**src/rtl/rom_load_pkg.sv**
```systemverilog
// rom_load_pkg
//   Shared types and constants for the cartridge ROM loader:
//   - load_state_t : loader FSM states (EMPTY, LOADING, READY)
//   - MEM_SEL_*    : memory select encodings (PRG / CHR)
//   - ERR_*        : bit positions inside err_flags
//   - rom_entry_t  : one queued byte write {sel, addr, data}, 25 bits
//   - addr_in_range: true when a byte address fits in an aw-bit memory
package rom_load_pkg;

    typedef enum logic [1:0] {
        EMPTY   = 2'd0,
        LOADING = 2'd1,
        READY   = 2'd2
    } load_state_t;

    localparam logic MEM_SEL_PRG = 1'b0;
    localparam logic MEM_SEL_CHR = 1'b1;

    localparam int ERR_OVERFLOW  = 0;
    localparam int ERR_RANGE     = 1;
    localparam int ERR_COLLISION = 2;

    typedef struct packed {
        logic        sel;
        logic [15:0] addr;
        logic [7:0]  data;
    } rom_entry_t;

    function automatic logic addr_in_range(input logic [15:0] addr, input int aw);
        return (32'(addr) >> aw) == 32'd0;
    endfunction

endpackage

```
**src/rtl/rom_load_fifo.sv**
```systemverilog
// rom_load_fifo
//   Synchronous write queue, DEPTH x rom_entry_t, with a show-ahead head.
//   Ports:
//     clk, reset       clock, asynchronous active-high reset (empties the queue)
//     push, push_entry enqueue request and data (ignored when full unless popping)
//     pop              dequeue request (ignored when empty)
//     head             current head entry (valid while !empty)
//     full, empty      occupancy flags
module rom_load_fifo
    import rom_load_pkg::*;
#(
    parameter int DEPTH = 8
) (
    input  logic       clk,
    input  logic       reset,
    input  logic       push,
    input  rom_entry_t push_entry,
    input  logic       pop,
    output rom_entry_t head,
    output logic       full,
    output logic       empty
);

    localparam int AW = $clog2(DEPTH);

    rom_entry_t storage [DEPTH];
    // One extra pointer bit distinguishes full from empty.
    logic [AW:0] wr_ptr_reg;
    logic [AW:0] rd_ptr_reg;
    logic        do_push;
    logic        do_pop;

    assign empty   = (wr_ptr_reg == rd_ptr_reg);
    assign full    = (wr_ptr_reg[AW] != rd_ptr_reg[AW]) &&
                     (wr_ptr_reg[AW-1:0] == rd_ptr_reg[AW-1:0]);
    assign do_pop  = pop & ~empty;
    // A push into a full queue is legal when the head leaves in the same cycle.
    assign do_push = push & (~full | do_pop);
    assign head    = storage[rd_ptr_reg[AW-1:0]];

    always_ff @(posedge clk) begin
        if (do_push) begin
            storage[wr_ptr_reg[AW-1:0]] <= push_entry;
        end
    end

    always_ff @(posedge clk or posedge reset) begin
        if (reset) begin
            wr_ptr_reg <= '0;
            rd_ptr_reg <= '0;
        end else begin
            if (do_push) wr_ptr_reg <= wr_ptr_reg + 1'b1;
            if (do_pop)  rd_ptr_reg <= rd_ptr_reg + 1'b1;
        end
    end

endmodule

```
**src/rtl/game_rom_loader.sv**
```systemverilog
// game_rom_loader
//   Receives PRG/CHR byte-write strobes from the SoC cartridge loader, queues
//   them and commits them to the NES-side ROM memories. Holds the NES core in
//   reset until loading has been quiet for IDLE_CYCLES cycles.
//   Optional feature macro: LOAD_CHECKSUM_EN (16-bit sum of committed bytes;
//   when undefined the checksum output is tied to zero).
//   Ports:
//     clk, reset                 clock, asynchronous active-high reset
//     rom_data, rom_addr         conduit byte and byte address
//     prg_rom_write, chr_rom_write  level strobes, rising edge = one write
//     mem_we/sel/addr/wdata      write request to ROM memories (sel 0=PRG 1=CHR)
//     mem_ready                  write accepted when mem_we && mem_ready
//     nes_reset, load_done       NES core reset hold / load complete
//     byte_count                 bytes committed this load (saturating)
//     err_flags                  sticky [0] overflow, [1] range, [2] collision
//     checksum                   see LOAD_CHECKSUM_EN
module game_rom_loader
    import rom_load_pkg::*;
#(
    parameter int FIFO_DEPTH  = 8,
    parameter int PRG_AW      = 15,
    parameter int CHR_AW      = 13,
    parameter int IDLE_CYCLES = 4096
) (
    input  logic        clk,
    input  logic        reset,
    input  logic [7:0]  rom_data,
    input  logic [15:0] rom_addr,
    input  logic        prg_rom_write,
    input  logic        chr_rom_write,
    output logic        mem_we,
    output logic        mem_sel,
    output logic [15:0] mem_addr,
    output logic [7:0]  mem_wdata,
    input  logic        mem_ready,
    output logic        nes_reset,
    output logic        load_done,
    output logic [16:0] byte_count,
    output logic [2:0]  err_flags,
    output logic [15:0] checksum
);

    localparam int TW = $clog2(IDLE_CYCLES + 1);

    load_state_t state_reg;
    logic [TW-1:0] timer_reg;
    logic          prg_q_reg, chr_q_reg;
    logic          pend_valid_reg;
    rom_entry_t    pend_entry_reg;
    logic          nes_reset_reg, load_done_reg;
    logic [16:0]   byte_count_reg;
    logic [2:0]    err_flags_reg;

    logic       prg_rise, chr_rise, edge_any, collision, in_range, accept;
    logic       edge_sel, overflow, commit;
    logic [2:0] err_set;
    rom_entry_t capture_entry, head;
    logic       fifo_full, fifo_empty;

    assign prg_rise = prg_rom_write & ~prg_q_reg;
    assign chr_rise = chr_rom_write & ~chr_q_reg;

    always_comb begin
        collision = prg_rise & chr_rise;
        edge_any  = prg_rise | chr_rise;
        // PRG wins a simultaneous edge; the CHR write is discarded.
        edge_sel  = prg_rise ? MEM_SEL_PRG : MEM_SEL_CHR;
        in_range  = (edge_sel == MEM_SEL_PRG) ? addr_in_range(rom_addr, PRG_AW)
                                              : addr_in_range(rom_addr, CHR_AW);
        accept    = edge_any & in_range;
        capture_entry = '{sel: edge_sel, addr: rom_addr, data: rom_data};
        overflow  = pend_valid_reg & fifo_full & ~commit;
        err_set                = '0;
        err_set[ERR_OVERFLOW]  = overflow;
        err_set[ERR_RANGE]     = edge_any & ~in_range;
        err_set[ERR_COLLISION] = collision;
    end

    rom_load_fifo #(.DEPTH(FIFO_DEPTH)) u_fifo (
        .clk        (clk),
        .reset      (reset),
        .push       (pend_valid_reg),
        .push_entry (pend_entry_reg),
        .pop        (commit),
        .head       (head),
        .full       (fifo_full),
        .empty      (fifo_empty)
    );

    // Head is gated so the bus reads zero whenever nothing is pending.
    assign mem_we     = ~fifo_empty;
    assign mem_sel    = fifo_empty ? MEM_SEL_PRG : head.sel;
    assign mem_addr   = fifo_empty ? 16'h0000 : head.addr;
    assign mem_wdata  = fifo_empty ? 8'h00 : head.data;
    assign commit     = mem_we & mem_ready;
    assign nes_reset  = nes_reset_reg;
    assign load_done  = load_done_reg;
    assign byte_count = byte_count_reg;
    assign err_flags  = err_flags_reg;

`ifdef LOAD_CHECKSUM_EN
    logic [15:0] checksum_reg;
    assign checksum = checksum_reg;
`else
    assign checksum = 16'h0000;
`endif

    always_ff @(posedge clk or posedge reset) begin
        if (reset) begin
            state_reg      <= EMPTY;
            timer_reg      <= '0;
            prg_q_reg      <= 1'b0;
            chr_q_reg      <= 1'b0;
            pend_valid_reg <= 1'b0;
            pend_entry_reg <= '0;
            nes_reset_reg  <= 1'b1;
            load_done_reg  <= 1'b0;
            byte_count_reg <= '0;
            err_flags_reg  <= '0;
`ifdef LOAD_CHECKSUM_EN
            checksum_reg   <= '0;
`endif
        end else begin
            prg_q_reg      <= prg_rom_write;
            chr_q_reg      <= chr_rom_write;
            pend_valid_reg <= accept;
            pend_entry_reg <= capture_entry;
            err_flags_reg  <= err_flags_reg | err_set;
            if (commit && byte_count_reg != '1) begin
                byte_count_reg <= byte_count_reg + 1'b1;
            end
`ifdef LOAD_CHECKSUM_EN
            if (commit) begin
                checksum_reg <= checksum_reg + {8'h00, mem_wdata};
            end
`endif
            case (state_reg)
                EMPTY, READY: begin
                    if (accept) begin
                        // A new load starts: counters restart, error flags persist.
                        state_reg      <= LOADING;
                        timer_reg      <= TW'(IDLE_CYCLES);
                        byte_count_reg <= '0;
                        nes_reset_reg  <= 1'b1;
                        load_done_reg  <= 1'b0;
`ifdef LOAD_CHECKSUM_EN
                        checksum_reg   <= '0;
`endif
                    end
                end
                LOADING: begin
                    // Any strobe edge, even a dropped one, proves the loader is alive.
                    if (edge_any) begin
                        timer_reg <= TW'(IDLE_CYCLES);
                    end else if (timer_reg != '0) begin
                        timer_reg <= timer_reg - 1'b1;
                    end else if (!pend_valid_reg && fifo_empty) begin
                        state_reg     <= READY;
                        nes_reset_reg <= 1'b0;
                        load_done_reg <= 1'b1;
                    end
                end
                default: begin
                    state_reg     <= EMPTY;
                    nes_reset_reg <= 1'b1;
                    load_done_reg <= 1'b0;
                end
            endcase
        end
    end

endmodule

```
**config.mk**
```make
export PLATFORM = sky130hd
export DESIGN_NAME = game_rom_loader
export DESIGN_NICKNAME = d
export VERILOG_FILES = /design/src/rtl/rom_load_pkg.sv /design/src/rtl/rom_load_fifo.sv /design/src/rtl/game_rom_loader.sv
export SDC_FILE = /design/constraint.sdc
export NUM_CORES = 1
export LEC_CHECK = 0
export CAP_MARGIN = 10
export CORE_UTILIZATION = 34
export CTS_CLUSTER_DIAMETER = 150
export DETAILED_ROUTE_END_ITERATION = 8
export PLACE_DENSITY = 0.54
export SYNTH_ARGS = -nofsm -noshare
export SYNTH_HDL_FRONTEND = slang
export SYNTH_SLANG_ARGS = --single-unit
```
**constraint.sdc**
```tcl
create_clock -name clk -period 4.5 [get_ports clk]
set_clock_uncertainty 0.1 [all_clocks]
set_input_delay 0.9 -clock clk [delete_from_list [all_inputs] [get_ports clk]]
set_output_delay 0.9 -clock clk [all_outputs]
set_load 0.005 [all_outputs]
```
==> results of run 1 <==
final cells by class:
| cell class | instances | area (sq um) | area share, % |
|---|---|---|---|
| Sequential cell | 272 | 7815 | 59.83 |
| Multi-Input combinational cell | 302 | 2785 | 21.32 |
| Timing Repair Buffer | 93 | 925.9 | 7.088 |
| Clock inverter | 17 | 201.4 | 1.542 |
| Clock buffer | 37 | 805.8 | 6.169 |
| Inverter | 9 | 33.78 | 0.2586 |
| Tap cell | 396 | 495.5 | 3.793 |
per-layer routing:
layer / part of all wire (%) / GRT usage (%) / up-vias
li1: - / - / 2544
met3: 4.8 / 2.694 / 39
met2: 48 / 23.04 / 138
met5: 0 / 0 / -
met1: 45 / 19.16 / 2839
met4: 2.4 / 3.828 / 0
cells in the mapped netlist (10+ instances only):
master,n,area (sq um)
mux4_2,50,1126
dfrtp_1,71,1777
buf_4,16,120.1
nand2_1,16,60.06
xnor2_1,17,148.9
clkbuf_1,14,52.55
edfxtp_1,200,6006
mux2i_1,25,250.2
a21oi_1,13,65.06
nor2_1,49,183.9
nor3_1,10,50.05
worst min-delay path by stage:
stage,startpoint,to,slack [ps],cells past startpoint
floorplan,err_flags[0]$_DFF_PP0_,err_flags[0]$_DFF_PP0_,350,1
global placement,err_flags[0]$_DFF_PP0_,err_flags[0]$_DFF_PP0_,340,1
detailed placement,err_flags[2]$_DFF_PP0_,err_flags[2]$_DFF_PP0_,350,1
CTS,err_flags[0]$_DFF_PP0_,err_flags[0]$_DFF_PP0_,370,1
global route,err_flags[0]$_DFF_PP0_,err_flags[0]$_DFF_PP0_,390,1
finish,err_flags[0]$_DFF_PP0_,err_flags[0]$_DFF_PP0_,370,1
power by group:
group | switching [mW] | internal, mW
Clock | 0.965 | 1.50
Sequential | 0.277 | 2.91
Combinational | 1.05 | 1.27
cell usage in the layout, fill, tap and decap left out, types with 9 or more instances in the layout:
cell type | synthesis | final
mux4_2 | 50 | 50
nand2_1 | 16 | 16
mux2i_1 | 25 | 25
clkdlybuf4s50_1 | 0 | 76
xnor2_1 | 17 | 17
nand3_1 | 9 | 9
buf_4 | 16 | 14
dfrtp_1 | 71 | 68
nor2_1 | 49 | 49
a21oi_1 | 13 | 13
clkbuf_16 | 0 | 29
conb_1 | 1 | 16
edfxtp_1 | 200 | 200
cell families after synthesis:
kind of cell,count (synthesis)
XOR/XNOR,25
AND/OR/NAND/NOR,131
AO/OA/AOI/OAI,47
flip-flops,272
buffers and inverters,49
multiplexers,77
adder cells (fa/ha/maj),6
other,1
metrics by stage:
| step | instance area [sq um] | utilization, % | power, mW |
|---|---|---|---|
| CTS | 13060 | 42.37 | 8.084 |
| floorplan | 10800 | - | 4.590 |
| detailed placement | 12060 | 39.10 | 5.601 |
| global route | 13060 | 42.37 | 8.386 |
| finish | 13060 | 42.37 | 7.970 |
| global placement | 12060 | 39.10 | 5.536 |
worst register-to-register path, stage by stage (launching register included):
cell,delay (ps)
dfrtp_4,730
xnor2_1,180
nand3_1,170
o31a_1,270
nand2_1,160
nor3b_2,650
buf_4,290
==> run metrics, run 1 <==
outcome=finished with violations; failing checks=design-rule violations; I/O Buffers=76; ANT nets after route=0; Die ar.=0.03231 sq mm; Die W=between 150 and 200 um; antenna fix cells=0; slowest stage delay, CP=approximately 670 ps; worst vdd ir=about 0.00031 V; unrepaired setup endpoints after global routing=no; fin crit period=4007 ps; post-CTS setup buffer count=0; CP bufs+invs=2; CTS tree=built; Clk Latency, worst-skew pair=550 ps; vias in the first global route=~6000; Detail Placement HPWL=about 13 mm; compound-cell area share of the yosys netlist=about 3%; initial core utilization=between 30% and 40%; Crit Reg-Reg Startpoint=u_fifo.rd_ptr_reg[0]$_DFFE_PP0P_; CP required=3500 ps; Clk pin slew, worst setup/hold paths=around 60 ps; Fin Hold WS=roughly 370 ps; crit path DAT=~3000 ps; Seq/Total Area, Yosys=around 73%; Post-Place Cells=~1100; startpoint types=register; max_cap viols=0; post-synthesis simple-gate area fraction=between 6 and 7%; Synth-to-Final Area Change=21.59%; reg2reg path depth=6; Post-CTS Resized=0; Async S/R FF share, synth=a little over a quarter; worst slack at placement=approximately 980 ps; fin cells=about 1100; GRT Total Usage=between 10 and 15%; Final Setup Violations=0; EDFF count, synth=200; dominant synthesized flop cell=edfxtp_1; Worst-Margin Slew=941.4 ps; CTS sink count=between 200 and 300; vias=around 5600; Synth Warn #=0; reg2reg end=u_fifo.storage[6][6]$_DFFE_PP_; Synth cell types=53; final setup margin=roughly 490 ps; Core Box Area=around 0.031 sq mm; first-pass GRT wire length=between 30 and 40 mm; Sum Neg Setup Slack=0 ps; area share of fa/ha/maj cells after synthesis=less than 1%; H-tree depth=1; clock buffer depth=3; Avg Inst Size Synth=~18 sq um; Final period util=between 80 and 90%; Synth Register Bits=approximately 270; critical path type=reg2out; layout cells sized above 1=between 15 and 20%; drt via density=between 4 and 5; GR Overflow Total=0; Max-slew headroom=between 30% and 40%; combinational family with the most area after synthesis=multiplexers; Final Max Tran Viols=0; root buffer cell=clkbuf_16; initial drt markers=~450; Post-Synth XOR/XNOR Area=roughly 2.0%; pwr dens=~610 mW/mm^2; synthesized area=~0.011 sq mm; Final Hold Viols=0; Min-Delay Path Class=reg2reg; IO Count=93; Hold Buf Count CTS=0; max FFs per register=200; critical path depth=6; crit end category=output pin; slowest CP cell=dfrtp_4; worst path cell trace=xnor2_1 -> nand3_1 -> nor2b_2 -> buf_4 -> nor2_1 -> clkdlybuf4s50_1; gpl congestion=slightly below 0.8; Num CTS Buffers=29; R2R setup slack=1650 ps; # DRC=5; fin nets=742; num rows=64; Leak=4.585 nW; FMAX=249.6 MHz; Die Y=179.8 um; WL/cell=~20 um; Worst Setup EP=mem_addr[15]; Critical Path Source=u_fifo.rd_ptr_reg[0]$_DFFE_PP0P_; largest net degree at the start of global routing=54; cell family with most CP delay=buffers and inverters; fill count=about 2700; CP max FO=23; first drt pass iteration count=7; cells after synthesis=approximately 610; post-synthesis mux area share=13.02%; drt total wl=about 22 mm; initial antenna violation count=0
Power figures use the tool's default switching activity.
==> inputs of run 2 (changes only) <==
CORE_MARGIN = 1   (was not set)
PLACE_DENSITY = 0.55   (was 0.54)
==> run metrics, run 2 (same netlist as run 1, synthesis figures left out) <==
outcome=finished with violations; failing checks=design-rule violations; fin nets=749; clock power share=about 32%; Final Hold Viols=0; num rows=64; Sum Neg Setup Slack=0 ps; I/O Buffers=76; layout cells sized above 1=between 15 and 20%; slowest stage delay, CP=approximately 800 ps; GR Overflow Total=0; worst vdd ir=0.0004097 V; Detail Placement HPWL=about 14 mm; post-layout util=~43%; clock buffer depth=3; Core Box Area=between 0.03 and 0.04 sq mm; initial antenna violation count=1; IO Count=93; worst path cell trace=buf_12 -> mux4_2 -> mux2i_1 -> nor2_1 -> clkdlybuf4s50_1; Sw Ratio=28.57%; Min-Delay Path Class=reg2reg; Final period util=just under 90%; slowest CP cell=dfrtp_4; DP Area=~0.012 sq mm; drt total wl=about 23 mm; ANT nets after route=0; Worst-Margin Slew=936.5 ps; initial core utilization=a little over a third; # DRC=7; H-tree depth=1; drt via density=roughly 5; crit path DAT=3010 ps; largest net degree at the start of global routing=38; Final Max Tran Viols=0; Combinational Power Share=28.0%; post-route cell area=~0.013 sq mm; final setup margin=between 400 and 500 ps; CTS sink count=approximately 270; CP bufs+invs=2; Leak=around 4.7 nW; max_cap viols=0; Die W=about 180 um; GRT Total Usage=14.34%; unrepaired setup endpoints after global routing=no; first-pass GRT wire length=36.05 mm; most frequent cells in the layout=200 x edfxtp_1, 76 x clkdlybuf4s50_1, 68 x dfrtp_1, 50 x mux4_2, 49 x nor2_1; Post-Place Cells=~1100; post-CTS setup buffer count=0; Flop pwr share=around two fifths; Clk pin slew, worst setup/hold paths=60 ps; Hold Buf Count CTS=0; Die Y=179.8 um; Final Setup Violations=0; pwr dens=about 620 mW/mm^2; critical path type=reg2out; startpoint types=register; vias in the first global route=approximately 6000; CP required=3500 ps; net switching power=~2.3 mW; Die ar.=between 0.03 and 0.04 sq mm; CP max FO=28; max FFs per register=200; cell family with most CP delay=flip-flops; Synth-to-Final Area Change=22.64%; gpl congestion=about 0.82; Max-slew headroom=a little under two fifths; fin cells=1133; first drt pass iteration count=7; vias=~5700; WL/cell=roughly 20 um; crit end category=output pin; Num CTS Buffers=29; FMAX=~250 MHz; commonest non-fill, non-tap cell in the layout=edfxtp_1; initial drt markers=299; CTS tree=built; Post-CTS Resized=0; Power Internal=roughly 5.8 mW; Clk Latency, worst-skew pair=approximately 550 ps; root buffer cell=clkbuf_16; fin crit period=around 4000 ps; worst slack at placement=1016 ps; antenna fix cells=0
## run 2: cell count changes in the layout (fill, tap and decap cells not counted), moves of 2 or more
cell	before	now
clkinv_2	5	9
buf_4	14	22
clkinv_1	5	1
clkbuf_8	5	1
clkinvlp_4	0	2
bufinv_16	4	8
## run 2: final timing paths
check,slack (ps),cells after the start,startpoint,to
min,370,1,err_flags[2]$_DFF_PP0_,err_flags[2]$_DFF_PP0_
max in group asynchronous,2950,3,reset,pend_entry_reg[20]$_DFF_PP0_
min in group asynchronous,700,2,reset,pend_entry_reg[24]$_DFF_PP0_
min reg2reg,370,1,err_flags[2]$_DFF_PP0_,err_flags[2]$_DFF_PP0_
max reg2reg,1640,10,byte_count[0]$_DFF_PP0_,byte_count[4]$_DFF_PP0_
max,490,5,u_fifo.rd_ptr_reg[0]$_DFFE_PP0P_,mem_addr[2]
## run 2: cell type report
cell class | count | area (sq um)
tap | 396 | 495.5
clock inverter | 22 | 332.8
inverter | 9 | 33.78
clock buffer | 32 | 747.0
fill | 2651 | 17650
timing repair buffer | 100 | 965.9
sequential | 272 | 7815
multi-input combinational | 302 | 2785
## run 2: per-stage QoR
stage          hold slack [ps]  power, mW
2_1_floorplan            351.0      4.590
3_3_place_gp             347.6      5.555
3_5_place_dp             349.6      5.620
4_1_cts                  369.1      8.294
5_1_grt                  392.7      8.610
6_report                 368.3      8.181
## run 2: worst register-to-register path, delay by kind of cell (launching register included)
family,cells,cell delay [ps]
and+or+nand+nor,6,810
AOI/OAI and AO/OA,1,720
adders and majority gates,2,470
DFF,1,430
xor gates and xnor gates,1,200
## run 2: power groups by stage
stage	clock, mW	combinational [mW]	sequential (mW)
6_report	2.64	2.29	3.25
5_1_grt	2.81	2.51	3.30
4_1_cts	2.71	2.34	3.25
3_5_place_dp	0	2.33	3.29
3_3_place_gp	0	2.29	3.27
2_1_floorplan	0	1.51	3.08
## run 2: layer usage
metal  vias up  routed length (um)  GRT usage (%)
met5         -                  11              0
met4         2                 395          3.207
met3        32                1337          2.958
met2       143               10890          23.61
met1      2955               10120          19.58
li1       2556                   -              -
==> inputs of run 3 (changes only) <==
CORE_MARGIN = 10   (was 1)
HOLD_SLACK_MARGIN = 0.06   (was not set)
==> run metrics, run 3 (same netlist as run 1, synthesis figures left out) <==
vias=5700; worst slack at placement=approximately 1300 ps; worst vdd ir=roughly 0.00037 V; max_cap viols=0; Worst-Margin Slew=slightly above 900 ps; Die ar.=between 0.03 and 0.04 sq mm; Num CTS Buffers=28; Detail Placement HPWL=13.91 mm; CP required=3500 ps; pwr dens=a little over 600 mW/mm^2; FMAX=~260 MHz; commonest non-fill, non-tap cell in the layout=edfxtp_1; largest net degree at the start of global routing=54; initial drt markers=just over 300; gpl congestion=about 0.75; Clk Latency, worst-skew pair=between 500 and 600 ps; crit path DAT=around 2800 ps; clock buffer depth=3; Hold Buf Count CTS=0; unrepaired setup endpoints after global routing=no; Final Setup Violations=0; slowest CP cell=dfrtp_1; first-pass GRT wire length=between 30 and 40 mm; fin nets=approximately 740; drt via density=just over 5; Sum Neg Setup Slack=0 ps; layout cells sized above 1=between 10% and 20%; initial core utilization=34.22%; CTS tree=built; Clk pin slew, worst setup/hold paths=~60 ps; DP Area=around 0.012 sq mm; final setup margin=roughly 660 ps; most frequent cells in the layout=200 x edfxtp_1, 76 x clkdlybuf4s50_1, 68 x dfrtp_1, 50 x mux4_2, 49 x nor2_1; Die W=197.8 um; post-route cell area=about 0.013 sq mm; startpoint types=register; IO Count=93; fin crit period=3839 ps; slowest stage delay, CP=about 540 ps; Total Power=about 8 mW; GRT Total Usage=between 10% and 20%; outcome=completed; Final Hold Viols=0; # DRC=0; fill count=about 2800; Die Y=approximately 200 um; Min-Delay Path Class=reg2reg; crit end category=output pin; ANT nets after route=0; drt total wl=23.86 mm; post-CTS setup buffer count=0; Final period util=85.31%; vias in the first global route=roughly 6000; worst path cell trace=xnor2_1 -> nand3_1 -> nor2b_2 -> buf_4 -> inv_1 -> clkdlybuf4s50_1; critical path type=reg2out; I/O Buffers=76; root buffer cell=clkbuf_16; first drt pass iteration count=4; GR Overflow Total=0; num rows=between 60 and 70; Leak=4.553 nW; Final Max Tran Viols=0; Max-slew headroom=between 30% and 40%; Post-CTS Resized=0; Core Box Area=approximately 0.031 sq mm; CP max FO=26; WL/cell=between 20 and 25 um; antenna fix cells=0; CTS sink count=~270; Synth-to-Final Area Change=21.29%; max FFs per register=200; H-tree depth=1; initial antenna violation count=0
-- run 3: cell types whose count changed in the layout (fill, tap and decap cells not counted), moves of 2 or more --
cell	previous run	this run
clkinv_4	1	3
clkinv_1	1	7
buf_4	22	16
bufinv_16	8	6
clkinv_2	9	4
-- run 3: layout make-up --
cell class	instances	area, sq um	area share (%)
Clock buffer	29	704.4	5.406
Clock inverter	23	286.5	2.199
Inverter	9	35.03	0.2689
Multi-Input combinational cell	302	2785	21.38
Sequential cell	272	7815	59.98
Tap cell	402	503.0	3.860
Timing Repair Buffer	93	900.9	6.914
-- run 3: final timing paths --
kind / depth (start not counted) / startpoint / end / slack (ps)
setup reg to reg: 10 / byte_count[0]$_DFF_PP0_ / byte_count[10]$_DFF_PP0_ / 1700
max in group asynchronous: 3 / reset / byte_count[11]$_DFF_PP0_ / 2780
setup / recovery: 6 / u_fifo.wr_ptr_reg[0]$_DFFE_PP0P_ / mem_we / 660
hold reg to reg: 1 / err_flags[2]$_DFF_PP0_ / err_flags[2]$_DFF_PP0_ / 380
hold / removal: 1 / err_flags[2]$_DFF_PP0_ / err_flags[2]$_DFF_PP0_ / 380
min in group asynchronous: 2 / reset / chr_q_reg$_DFF_PP0_ / 760
-- run 3: routing by layer --
layer,track usage [%],wire [um],up-vias
met5,0,0,-
met4,2.933,541,0
met3,2.733,1419,38
met2,19.19,11080,157
met1,16.89,10810,2962
li1,-,-,2543
-- run 3: power breakdown --
group	leakage (nW)	switching [mW]	internal (mW)
combinational	1.40	1.14	1.28
sequential	2.68	0.218	2.91
clock	0.473	0.975	1.49
total	4.55	2.33	5.67
-- run 3: critical path: cells and delay by family, from the launching register on --
kind | cells | cell delay, ps
flops | 1 | 540
buf+inv | 3 | 1110
xor+xnor | 1 | 350
simple gates | 2 | 310
-- run 3: per-stage QoR --
step                      utilization (%)  hold slack (ps)  cells
final                               41.51            376.7   1130
after global routing                41.51            404.0   1130
after CTS                           41.51            382.8   1130
after detailed placement            38.35            358.6   1078
after global placement              38.35            345.6   1078
after floorplan                         -            351.0    623
==> patch 1 (flow settings as in run 3) <==
Encoding of `load_state_t`: now one-hot (3 bits for 3 states).
--- a/src/rtl/rom_load_pkg.sv
+++ b/src/rtl/rom_load_pkg.sv
@@ -9,6 +9,6 @@
 
-    typedef enum logic [1:0] {
-        EMPTY   = 2'd0,
-        LOADING = 2'd1,
-        READY   = 2'd2
+    typedef enum logic [2:0] {
+        EMPTY   = 3'b001,
+        LOADING = 3'b010,
+        READY   = 3'b100
     } load_state_t;
Function: no difference found for any inputs over 4 cycles, from zero or initial values and one cycle with reset high; so few cycles prove little.
==> patch 1 against run 3 <==
Synthesized area rose by 3.1%; power fell by 3.3%; cell count rose by 6.6%; design area rose by 2.6%; setup slack got worse by 0.16 ns; via count rose by 2.5%; core utilization fell by 0.21 points; sequential cell count rose by 1; routed wire length rose by 1.1%.
==> patch 1: results (changes against run 3) <==
dpl-instance-area_um2: 12410  # +3.1%
grtUsageTotal: 0.1181  # -0.004142
grt_max_degree: 40  # -26%
slowest_stage: "dfrtp_2"
slew_headroom: 0.1873  # -0.2012
worst_slack_ns: 0.4977  # -0.1634 ns
cp_slowest_stage_delay_ns: 0.81  # +0.27 ns
viasPerCell: 4.847  # -3.9%
nNetsFinal: 775  # +4.6%
drt-wirelength-per-cell_um: 20.02  # -5.2%
cts_made_buffers: 29  # +3.6%
ys_top_cells_by_area: "edfxtp_1, dfrtp_1, mux4_2, mux2i_1, nor2_1"
clock_latency_ns: 0.56  # +0.02 ns
synth-seq-area-share: 0.7076  # -0.01931
ys_async_sr_fraction: 0.2674  # +0.002693
synth_cell_types: 60  # +13%
drive_above_1_share: 0.1848  # +0.002105
post-dp-hpwl_mm: 14.55  # +4.6%
power.leakage_uw: 0.004681  # +2.8%
power.internal_uw: 5494  # -3.1%
drtIter0Drc: 337  # +10%
dp_slack_ns: 0.8346  # -0.4184 ns
synthTopCellsByCount: "edfxtp_1, dfrtp_1, nor2_1"
r2r_setup_slack_ns: 1.51  # -0.19 ns
status: "complete, no violations"
patch 1: cell types whose count changed in the layout (fill, tap and decap cells not counted), moves of 5 or more:
cell and change:
nand2b_1 +6, inv_1 +6, nor2_1 +5, mux2i_1 +9
patch 1: per-stage QoR:
stage	utilization	hold slack [ns]	total power, uW	instances
detailed placement	0.3833	0.3445	5454	1151
finish	0.4129	0.3544	7728	1205
global route	0.4129	0.3611	8132	1205
floorplan	-	0.3422	4510	658
global placement	0.3833	0.3492	5417	1151
CTS	0.4129	0.3569	7863	1205
patch 1: path summary, 6_finish.rpt:
check | to | from | cells after the start
setup / recovery | mem_addr[7] | u_fifo.rd_ptr_reg[1] | 5
hold / removal | err_flags[0] | err_flags[0] | 1
setup reg to reg | u_fifo.storage[6][1] | u_fifo.rd_ptr_reg[0] | 6
hold reg to reg | err_flags[0] | err_flags[0] | 1
max in group asynchronous | state_reg[0] | reset | 3
min in group asynchronous | pend_entry_reg[24] | reset | 2
patch 1: kinds of logic after synthesis:
family,Yosys count,synth area share
flip-flops,273,0.7076
AND/OR/NAND/NOR,147,0.07028
multiplexers,87,0.1355
buffers and inverters,60,0.02893
AO/OA/AOI/OAI,45,0.03164
XOR/XNOR,24,0.01898
adder cells (fa/ha/maj),6,0.006779
other,1,0.0003387
patch 1: area by class of cell:
cell class	instances	area [um^2]
flip-flops and latches	273	7841
multi-input cells	325	3020
inverters	15	57.56
fillers	2937	19000
clock buffers	33	740.7
well taps	442	553.0
clock inverters	21	217.7
repair buffers	96	935.9
patch 1: per-layer routing:
| metal | vias to the layer above | part of all wire | track usage |
|---|---|---|---|
| met4 | 0 | 0.016 | 0.02272 |
| met1 | 3037 | 0.43 | 0.1498 |
| met2 | 142 | 0.50 | 0.2031 |
| met5 | - | 0 | 0 |
| met3 | 30 | 0.053 | 0.02727 |
| li1 | 2632 | - | - |
patch 1: power groups by stage:
stage / clock network, uW / registers [uW] / logic [uW]
2_1_floorplan: 0 / 3030 / 1480
3_3_place_gp: 0 / 3230 / 2190
3_5_place_dp: 0 / 3250 / 2210
4_1_cts: 2450 / 3200 / 2220
5_1_grt: 2550 / 3240 / 2340
6_report: 2380 / 3190 / 2150
==> patch 2 (config.mk and constraints of run 3) <==
Made on the original files. Build with the macro `LOAD_CHECKSUM_EN` defined.
--- a/src/rtl/game_rom_loader.sv
+++ b/src/rtl/game_rom_loader.sv
@@ -16,2 +16,4 @@
 //     checksum                   see LOAD_CHECKSUM_EN
+`define LOAD_CHECKSUM_EN
+
 module game_rom_loader
Check against the original RTL: not equivalent (a bounded check fails within 4 cycles, from zero or initial values and one cycle with reset high).
==> patch 2 against run 3 <==
Design area up 11%; routed wire length grew 12%; synthesized cell count increased by 21%; setup slack lost 0.22 ns; first-iteration DRC count rose by 30%; synthesized area up 11%; power increased by 17%; core utilization rose by 0.40 points; die area up 9.6%; sequential cell count increased by 16; register-to-register slack worse by 0.99 ns.
==> patch 2: results (changes against run 3) <==
antenna_cells: 0  # unchanged
drt-wirelength-per-cell_um: 20.07  # -5.0%
nNetsFinal: 893  # +21%
hold_ws_ns: 0.3706  # -0.006108 ns
synth-seq-area-share: 0.6901  # -0.03683
syn_inst: 733  # +21%
ys_top_cells_by_area: "edfxtp_1, dfrtp_1, mux4_2, mux2i_1, nor2_1"
dpl-instance-area_um2: 13460  # +12%
max-vdd-ir-drop_mv: 0.3383  # -8.0%
power.switching_uw: 3073  # +32%
clockBufferDepth: 3  # unchanged
r2r_setup_slack_ns: 0.71  # -0.99 ns
r2r-end: "checksum[8]"
worst-path-max-fanout: 24  # -7.7%
dp_slack_ns: 0.7351  # -0.5178 ns
grt_pass1_vias: 7013  # +14%
crit_path_end: "mem_addr[11]"
cp.arrival_ns: 3.06  # +0.22 ns
critical_path.startpoint: "u_fifo.rd_ptr_reg[0]"
yosys_warnings: 0  # unchanged
power.leakage_uw: 0.005098  # +12%
synth_cell_types: 73  # +38%
cts_made_buffers: 31  # +11%
grtUsageTotal: 0.1218  # -0.0004223
post-place-cells: 1272  # +18%
drive_above_1_share: 0.1682  # -0.01450
status: "complete, no violations"
fillers: 3161  # +12%
routabilityCongestion: 0.7609  # +1.2%
numPortBuffers: 92  # +21%
ys_async_sr_fraction: 0.3056  # +0.04085
cp_slowest_stage_delay_ns: 0.75  # +0.21 ns
drt-total-wl_mm: 26.67  # +12%
drtIter0Drc: 398  # +30%
synthTopCellsByCount: "edfxtp_1, dfrtp_1, nor2_1"
worst_slack_ns: 0.4412  # -0.2200 ns
first_pass_iters: 4  # unchanged
grt_pass1_wl_mm: 42.45  # +14%
viasPerCell: 4.971  # -1.4%
grt_max_degree: 52  # -3.7%
post-dp-hpwl_mm: 16.54  # +19%
slew_headroom: 0.4177  # +0.02921
-- patch 2: changes by cell type after synthesis, moves of 13 or more --
cell,before,now
nand2_1,16,40
nor2_1,49,67
dfrtp_1,71,87
o21ai_0,7,21
buf_4,16,3
-- patch 2: layout make-up --
type                    count  area [um^2]  share of cell area
clock inverters            12        147.6             0.01020
flip-flops and latches    288         8215              0.5676
multi-input cells         403         3525              0.2435
well taps                 455        569.3             0.03933
inverters                  11        43.79            0.003025
repair buffers            115         1106             0.07641
clock buffers              45        868.3             0.05999
-- patch 2: cells by family (layout without fill, tap and decap cells) --
kind of cell	Yosys count	after routing	synth area share
flops	288	288	0.6901
simple gates	189	189	0.08025
compound gates	87	87	0.05006
mux	83	83	0.1225
buf+inv	42	183	0.01904
xor+xnor	30	30	0.02272
fa+ha+maj	14	14	0.01536
-- patch 2: critical path, delay by kind of cell, from the launching register on --
kind / cells / cell delay, ns
XOR/XNOR: 1 / 0.26
buffers and inverters: 3 / 1.09
flip-flops: 1 / 0.75
AND/OR/NAND/NOR: 2 / 0.37
-- patch 2: metal layers --
layer / GRT usage / wire, um / vias up
met5: 0 / 0 / -
met4: 0.03036 / 462 / 0
met3: 0.01925 / 1012 / 39
met2: 0.2025 / 12960 / 111
met1: 0.1626 / 12230 / 3386
li1: - / - / 3071
-- patch 2: power by group through the flow --
stage          clock network, uW  logic, uW  registers, uW
2_1_floorplan                  0       2280           3310
3_3_place_gp                   0       3450           3520
3_5_place_dp                   0       3450           3520
4_1_cts                     2600       3470           3470
5_1_grt                     2700       3770           3520
6_report                    2530       3390           3460
